$ cat config.mk
export PLATFORM = sky130hd
export DESIGN_NAME = dot_board_scan
export DESIGN_NICKNAME = d
export VERILOG_FILES = /design/src/rtl/dot_board_scan.sv
export SDC_FILE = /design/constraint.sdc
export NUM_CORES = 1
export LEC_CHECK = 0
export ABC_AREA = 1
export CAP_MARGIN = 20
export CORE_MARGIN = 2
export CORE_UTILIZATION = 49
export DETAILED_ROUTE_END_ITERATION = 6
export HOLD_SLACK_MARGIN = 0.03
export MAX_ROUTING_LAYER = met4
export PLACE_DENSITY = 0.73
export SKIP_LAST_GASP = 1
export SLEW_MARGIN = 0
export SYNTH_ARGS = -nofsm -noshare
export SYNTH_HDL_FRONTEND = slang
export SYNTH_SLANG_ARGS = --single-unit
export TNS_END_PERCENT = 10
$ cat constraint.sdc
create_clock -name clk -period 4.7 [get_ports clk]
set_input_delay 0.705 -clock clk [delete_from_list [all_inputs] [get_ports clk]]
set_output_delay 0.705 -clock clk [all_outputs]
set_load 0.02 [all_outputs]
$ cat src/rtl/dot_board_scan.sv
// dot_board_scan: row-scanning driver for the 10x14 dot-matrix game panel with per-frame snapshot and win blink
module dot_board_scan #(
  parameter int ROW_DIV    = 5000,
  parameter int BLANK_CYC  = 4,
  parameter int BLINK_FRMS = 250
) (
  input  logic        clk,
  input  logic        rst,
  input  logic        en,
  input  logic [17:0] board,
  input  logic        is_right,
  input  logic        turn_o,
  input  logic [8:0]  win_mask,
  output logic [9:0]  dot_row,
  output logic [13:0] dot_col,
  output logic        frame_start
);
  localparam int DW = $clog2(ROW_DIV);
  localparam int BW = $clog2(BLINK_FRMS + 1);
  typedef enum logic {BLANK, DRIVE} state_t;
  state_t st, nxt;
  logic [DW-1:0] div_cnt;
  logic [3:0] row_idx;
  logic [BW-1:0] blink_cnt;
  logic blink_on, load, snap_right, snap_turn;
  logic [17:0] snap_board;
  logic [8:0] snap_win, v;
  logic [9:0] row_q;
  logic [13:0] col_q, pix;
  logic [3:0] q;
  logic [1:0] m;
  logic [2:0] cg [9];

  function automatic logic [2:0] glyph(input logic o, input logic x, input logic hide, input logic [1:0] gr);
    return (hide || !(o || x)) ? 3'b000 : (o && x) ? 3'b111 :
           x ? (gr == 2'd1 ? 3'b010 : 3'b101) : (gr == 2'd1 ? 3'b101 : 3'b111);
  endfunction

  assign load = en && div_cnt == '0 && row_idx == '0;

  always_ff @(posedge clk) begin
    if (rst || !en) begin
      div_cnt <= '0;
      row_idx <= '0;
    end else if (div_cnt == DW'(ROW_DIV - 1)) begin
      div_cnt <= '0;
      row_idx <= row_idx == 4'd9 ? 4'd0 : row_idx + 4'd1;
    end else begin
      div_cnt <= div_cnt + DW'(1);
    end
  end

  always_ff @(posedge clk) begin
    if (rst) begin
      snap_board <= '0;
      snap_right <= 1'b0;
      snap_turn  <= 1'b0;
      snap_win   <= '0;
      blink_cnt  <= '0;
      blink_on   <= 1'b1;
    end else if (load) begin
      snap_board <= board;
      snap_right <= is_right;
      snap_turn  <= turn_o;
      snap_win   <= win_mask;
      blink_cnt  <= blink_cnt == BW'(BLINK_FRMS - 1) ? '0 : blink_cnt + BW'(1);
      if (blink_cnt == BW'(BLINK_FRMS - 1)) blink_on <= ~blink_on;
    end else if (!en) begin
      blink_cnt <= '0;
    end
  end

  assign q = row_idx / 4'd3;
  assign m = 2'(row_idx - q * 4'd3);

  for (genvar k = 0; k < 9; k++) begin : g_cell
    logic [2:0] g;
    assign g = glyph(snap_board[17-2*k], snap_board[16-2*k], snap_win[k] & ~blink_on, m);
    assign cg[k] = {g[0], g[1], g[2]};
  end

  always_comb begin
    v = q == 4'd0 ? {cg[2], cg[1], cg[0]} :
        q == 4'd1 ? {cg[5], cg[4], cg[3]} :
        q == 4'd2 ? {cg[8], cg[7], cg[6]} :
        (snap_turn ? 9'h1c0 : 9'h007);
    pix = snap_right ? {v, 5'b0} : {5'b0, v};
    nxt = (en && div_cnt >= DW'(BLANK_CYC)) ? DRIVE : BLANK;
  end

  always_ff @(posedge clk) begin
    if (rst) begin
      st          <= BLANK;
      row_q       <= '0;
      col_q       <= '0;
      frame_start <= 1'b0;
    end else begin
      st          <= nxt;
      row_q       <= 10'b1 << row_idx;
      col_q       <= pix;
      frame_start <= load;
    end
  end

  assign dot_row = st == DRIVE ? row_q : '0;
  assign dot_col = st == DRIVE ? col_q : '0;
endmodule

==> flow_metrics.tcl, run 1 <==
set metrics [dict create \
    run_status "finished clean" \
    dr.pass1.iters 4 \
    synth_nets 593 \
    hold_path_class "reg2reg" \
    yosys-top-cells-area "dfxtp_1 41%, nand2_1 12%, inv_1 7.6%" \
    portBuffers 56 \
    period_share 0.702 \
    postSynth.asyncResetShare 0 \
    cpMostUsedCell "nand2_1" \
    clk_latency_ns 0.36 \
    p_sw_uw 336 \
    route.met3.wl_um 427 \
    worst_pin_slew_ns 0.795 \
    die_h_um 92.3 \
    crit_chain "inv_2 -> nor2_1 -> ha_1 -> inv_1 -> ha_1 -> nor3b_1 -> o21ai_1 -> ha_1 -> inv_1 -> ha_1 -> inv_1 -> nand2_1 -> nand2_2 -> nand3_4 -> nand2_1 -> nand2_1 -> nand2_1 -> nand2_1 -> nand2_1 -> nand2_1 -> nand2_1 -> nand2_1 -> nand2_1 -> nand2_1" \
    cp_max_fo 25 \
    p_sw_frac 0.242 \
    clk_path_buf_depth 2 \
    fmax_mhz 303 \
    globalplace.congestion 0.909 \
    slew_viol_final 0 \
    regToRegEndpoint "col_q[8]$_SDFF_PP0_" \
    synth_ff_type "dfxtp_1" \
    initial_core_util 0.500 \
    first_global_vias 3376 \
    irDropWorstVdd_mv 0.225 \
    syn-cell-area_sq_mm 0.00382 \
    final_cell_mix "127 x nand2_1, 79 x dfxtp_1, 77 x inv_1" \
    p_comb_frac 0.092 \
    root_buffer "clkbuf_8" \
    power_per_cell_area_mw_per_mm2 300 \
    endpoint_kind "register" \
    grt_max_degree 32 \
    clock-sinks 79 \
    yosysTopAreaCellShare 0.414 \
    antenna_found_initial 0 \
    cts_buffers 9 \
    finalPower_mw 1.39 \
    synthDistinctLibCells 38 \
    wl_met2_mm 4.30 \
    finalCriticalPeriod_ns 3.30 \
    n_antenna_cell 0 \
    wl_per_cell_um 12.4 \
    vias 3532 \
    cts_tree "yes" \
    ant_nets 0 \
    internal_power_mw 1.05 \
    yosys_warnings 0 \
    pwr-share-clk 0.392 \
    crit_type "reg2reg" \
    drive_gt1_frac 0.0644 \
    hold_start "div_cnt[0]$_SDFF_PP0_" \
    worst_path_dominant_cell_family "simple AND/OR/NAND/NOR gates" \
    syn2layout_area_growth_pct 21.0 \
    seqPwrFrac 0.516 \
    rows 32 \
    avgSynthCellArea_sq_um 6.96 \
    fin_skew_ns 0.00543 \
    syn_inst 549 \
    drt-initial-drc-count 151 \
    wl_met1_mm 3.93 \
    reg2reg_depth 24 \
    slew-limit-headroom 0.469 \
    grt_pass1_wl_mm 15.0 \
    slowest_stage "dfxtp_1" \
    yosys.area.top_type "dfxtp_1" \
    power_leakage_nw 2.15 \
    synth_edf_count 0 \
    route.detailed.drc 0 \
    die_x_um 92.3 \
    core_sq_mm 0.00765 \
    nets 645 \
    maxCapViolCount 0 \
    clkTransAtPathRegs_ns 0.08 \
    cp_num_buf_inv 4 \
    regToRegStartpoint "row_idx[2]$_SDFFE_PP0P_" \
    r2r_slack_ns 1.40 \
    routed_via_density 4.99 \
    holdBufCountCts 0 \
    finalSetupViolations 0 \
    die_area_sq_mm 0.00853 \
    final_common_cell "nand2_1" \
    rsz0062_at_grt "no" \
    slowest_delay_ns 0.46 \
    grt.total_usage 0.225 \
    htree_levels 3 \
    ioPinCount 57 \
    layout_setup_ws_ns 1.40 \
    grt.overflow.total 0 \
    cts_resized 0 \
    setup_tns_ns 0 \
    start_kind "register" \
    hpwl_mm 6.54 \
    pre_cts_slack_ns 1.41 \
    hold_violations 0 \
    hold_ws_ns 0.454 \
    ys_seq_area_frac 0.414 \
    wl_mm 8.79 \
    worstPathArrival_ns 3.56 \
    topRoutingLayerUsed "met4" \
    ys_ff_latch 79 \
    critPathRequiredTime_ns 4.96 \
    cp.depth 24 \
    critPathLaunch "row_idx[2]$_SDFFE_PP0P_" \
    cts_setup_buffers 0 \
    endpoint "col_q[8]$_SDFF_PP0_" \
]
[flip-flops by register name, summed over array words and instances, names as in the netlist, 4 cells and up]
signal	cells
snap_board	18
div_cnt	13
col_q	12
row_q	10
snap_win	9
blink_cnt	8
row_idx	4
[power by group through the flow]
stage	clock network [mW]	logic, mW	registers, mW
floorplan	0	0.0827	0.726
global placement	0	0.125	0.731
detailed placement	0	0.128	0.731
CTS	0.551	0.129	0.716
global route	0.576	0.147	0.720
finish	0.544	0.128	0.716
[cell usage after synthesis (3+ instances only)]
cell type,count
a21oi_1,44
buf_4,3
clkbuf_1,7
dfxtp_1,79
ha_1,12
inv_1,77
inv_2,8
nand2_1,127
nand2_2,3
nand3_1,16
nand4_1,4
nor2_1,67
nor3_1,13
nor3_2,4
o211ai_1,6
o21a_1,3
o21ai_0,33
o21ai_1,12
xor2_1,4
[final cells by class]
class / instances / area [sq um]
Multi-Input combinational cell: 367 / 1810
Inverter: 88 / 333
Timing Repair Buffer: 56 / 561
Clock buffer: 10 / 128
Tap cell: 102 / 128
Sequential cell: 79 / 1580
Fill cell: 718 / 3020
Clock inverter: 6 / 85.1
[routing by layer]
layer / vias to the layer above / global-route usage
li1: 1844 / -
met4: 0 / 0.0771
met3: 13 / 0.0504
met1: 1612 / 0.262
met5: - / -
met2: 63 / 0.384
[stage by stage]
step	utilization	instance area, sq um	std cells
2_1_floorplan	-	3820	549
3_3_place_gp	0.577	4420	692
3_5_place_dp	0.577	4420	692
4_1_cts	0.605	4630	708
5_1_grt	0.605	4630	708
6_report	0.605	4630	708
[cell families after synthesis]
kind of cell             count (synthesis)  synth area share
flip-flops                              79             0.414
AND/OR/NAND/NOR                        248             0.281
XOR/XNOR                                 4           0.00916
buffers and inverters                  103             0.112
adder cells (fa/ha/maj)                 12            0.0393
AO/OA/AOI/OAI                          103             0.144
[worst min-delay path by stage]
stage	to	slack, ns	cells past startpoint
2_1_floorplan	div_cnt[0]$_SDFF_PP0_	0.42	1
3_3_place_gp	div_cnt[0]$_SDFF_PP0_	0.43	1
3_5_place_dp	div_cnt[0]$_SDFF_PP0_	0.44	1
4_1_cts	div_cnt[0]$_SDFF_PP0_	0.45	1
5_1_grt	div_cnt[0]$_SDFF_PP0_	0.47	1
6_report	div_cnt[0]$_SDFF_PP0_	0.45	1
[worst register-to-register path, stage by stage (launching register included)]
cell	delay, ns
dfxtp_1	0.46
inv_2	0.09
nor2_1	0.15
ha_1	0.16
inv_1	0.04
ha_1	0.26
nor3b_1	0.18
o21ai_1	0.13
ha_1	0.32
inv_1	0.05
ha_1	0.28
inv_1	0.06
nand2_1	0.05
nand2_2	0.12
nand3_4	0.23
nand2_1	0.13
nand2_1	0.06
nand2_1	0.05
nand2_1	0.05
nand2_1	0.05
nand2_1	0.05
nand2_1	0.07
nand2_1	0.06
nand2_1	0.07
nand2_1	0.06
Note: power is estimated with default switching activity, not from simulation.
==> inputs of run 2 (changes only) <==
Clock period 4.7 ns to 3.4 ns, I/O delays scaled along.
==> run 2 against run 1 <==
  * Total power is 26% higher
  * Core utilization stayed put
  * Critical endpoint is now col_q[4]$_SDFF_PP0_
  * Largest power group unchanged
  * Design area stayed put
  * First-iteration DRC count is 3.3% lower
==> flow_metrics.tcl, run 2 (synthesis results as in run 1) <==
set metrics [dict create \
    run_status "finished clean" \
    final_cell_mix "126 x nand2_1, 76 x inv_1, 76 x dfxtp_1" \
    portBuffers 56 \
    hold_ws_ns 0.456 \
    finish.utilization 0.605 \
    maxCapViolCount 0 \
    final_cell_area_sq_mm 0.00463 \
    wl_per_cell_um 12.7 \
    power_per_cell_area_mw_per_mm2 379 \
    routed_via_density 5.07 \
    worstPathArrival_ns 3.32 \
    die_x_um 92.3 \
    fmax_mhz 323 \
    slew_viol_final 0 \
    finalCriticalPeriod_ns 3.10 \
    vias 3593 \
    p_comb_frac 0.101 \
    largest_reg_flops 18 \
    cts_tree "yes" \
    finalSetupViolations 0 \
    nets 649 \
    ioPinCount 57 \
    antenna_found_initial 0 \
    cp_max_fo 12 \
    drive_gt1_frac 0.0824 \
    die_h_um 92.3 \
    globalplace.congestion 0.916 \
    slew-limit-headroom 0.485 \
    finalPower_mw 1.75 \
    p_sw_uw 440 \
    critPathRequiredTime_ns 3.63 \
    core_sq_mm 0.00765 \
    root_buffer "clkbuf_8" \
    irDropWorstVdd_mv 0.269 \
    crit_type "reg2reg" \
    grt_pass1_wl_mm 15.4 \
    drt-initial-drc-count 146 \
    cts_buffers 9 \
    grt.overflow.total 0 \
    grt_max_degree 32 \
    clkTransAtPathRegs_ns 0.08 \
    top_regs "snap_board (18), div_cnt (13), col_q (12)" \
    start_kind "register" \
    internal_power_mw 1.31 \
    period_share 0.911 \
    clk_latency_ns 0.35 \
    hold_path_class "reg2reg" \
    htree_levels 3 \
    top_register "snap_board" \
    clock-sinks 79 \
    p_sw_frac 0.251 \
    worst_pin_slew_ns 0.771 \
    pwr-share-clk 0.334 \
    dr.pass1.iters 5 \
    fin_skew_ns 0.0116 \
    hold_violations 0 \
    grt.total_usage 0.229 \
    rows 32 \
    pre_cts_slack_ns 0.0758 \
    n_antenna_cell 0 \
    seqPwrFrac 0.564 \
    first_global_vias 3453 \
    final_common_cell "nand2_1" \
    hpwl_mm 6.52 \
    power_leakage_nw 2.15 \
    layout_setup_ws_ns 0.304 \
    clk_path_buf_depth 2 \
    wl_mm 8.97 \
    syn2layout_area_growth_pct 21.0 \
    initial_core_util 0.500 \
    route.detailed.drc 0 \
    die_area_sq_mm 0.00853 \
    endpoint_kind "register" \
    place_area_sq_mm 0.00442 \
    ant_nets 0 \
]
## run 2: cell types whose count changed in the layout (fill, tap and decap cells not counted), sizes merged
cell / delta
clkbuf: +1
nand3: +1
buf: +3
clkinvlp: -2
bufinv: -2
## run 2: power by group through the flow
stage          logic [mW]  registers [mW]  clock network [mW]
2_1_floorplan       0.114            1.00                   0
3_3_place_gp        0.173            1.01                   0
3_5_place_dp        0.175            1.01                   0
5_1_grt             0.204           0.994               0.637
6_report            0.177           0.990               0.587
4_1_cts             0.177           0.990               0.601
## run 2: what timing repair did
item | CTS | global route
endpoints found under the setup margin | 0 | 12
hold buffers | 0 | 0
gates resized for setup | 0 | 12
setup buffers | 0 | 3
hold endpoints to repair | 0 | 0
## run 2: critical path, stage by stage, from the launching register on
cell and delay, ns:
dfxtp_4 0.38, inv_2 0.06, nor2_1 0.14, ha_1 0.16, inv_1 0.04, ha_1 0.25
nor3b_2 0.16, o21ai_2 0.18, ha_1 0.27, inv_1 0.06, ha_1 0.23, inv_1 0.06
nand2_1 0.05, nand2_2 0.13, nand3_2 0.24, o21a_1 0.26, o21ai_1 0.19, a21oi_1 0.10
## run 2: worst paths after layout
kind         slack, ns                    end  cells after the start                     from
max               0.30    col_q[4]$_SDFF_PP0_                     17  row_idx[2]$_SDFFE_PP0P_
min               0.46  div_cnt[0]$_SDFF_PP0_                      1    div_cnt[0]$_SDFF_PP0_
max reg2reg       0.30    col_q[4]$_SDFF_PP0_                     17  row_idx[2]$_SDFFE_PP0P_
min reg2reg       0.46  div_cnt[0]$_SDFF_PP0_                      1    div_cnt[0]$_SDFF_PP0_
## run 2: final cells by class
cell class                      instances  area, sq um
Fill cell                             710         3020
Tap cell                              102          128
Multi-Input combinational cell        368         1850
Clock inverter                          2         10.0
Timing Repair Buffer                   59          583
Inverter                               88          333
Sequential cell                        79         1590
Clock buffer                           11          141
## run 2: layer usage
metal | vias to the layer above | share of wire | GRT usage
li1 | 1852 | - | -
met1 | 1643 | 0.44 | 0.271
met2 | 84 | 0.50 | 0.399
met3 | 14 | 0.049 | 0.0464
met4 | 0 | 0.011 | 0.0609
met5 | - | 0 | -
## run 2: stage by stage
stage,instances,TNS (ns)
4_1_cts,705,0
6_report,709,0
5_1_grt,709,-0.0167
2_1_floorplan,549,0
3_5_place_dp,692,0
3_3_place_gp,692,0
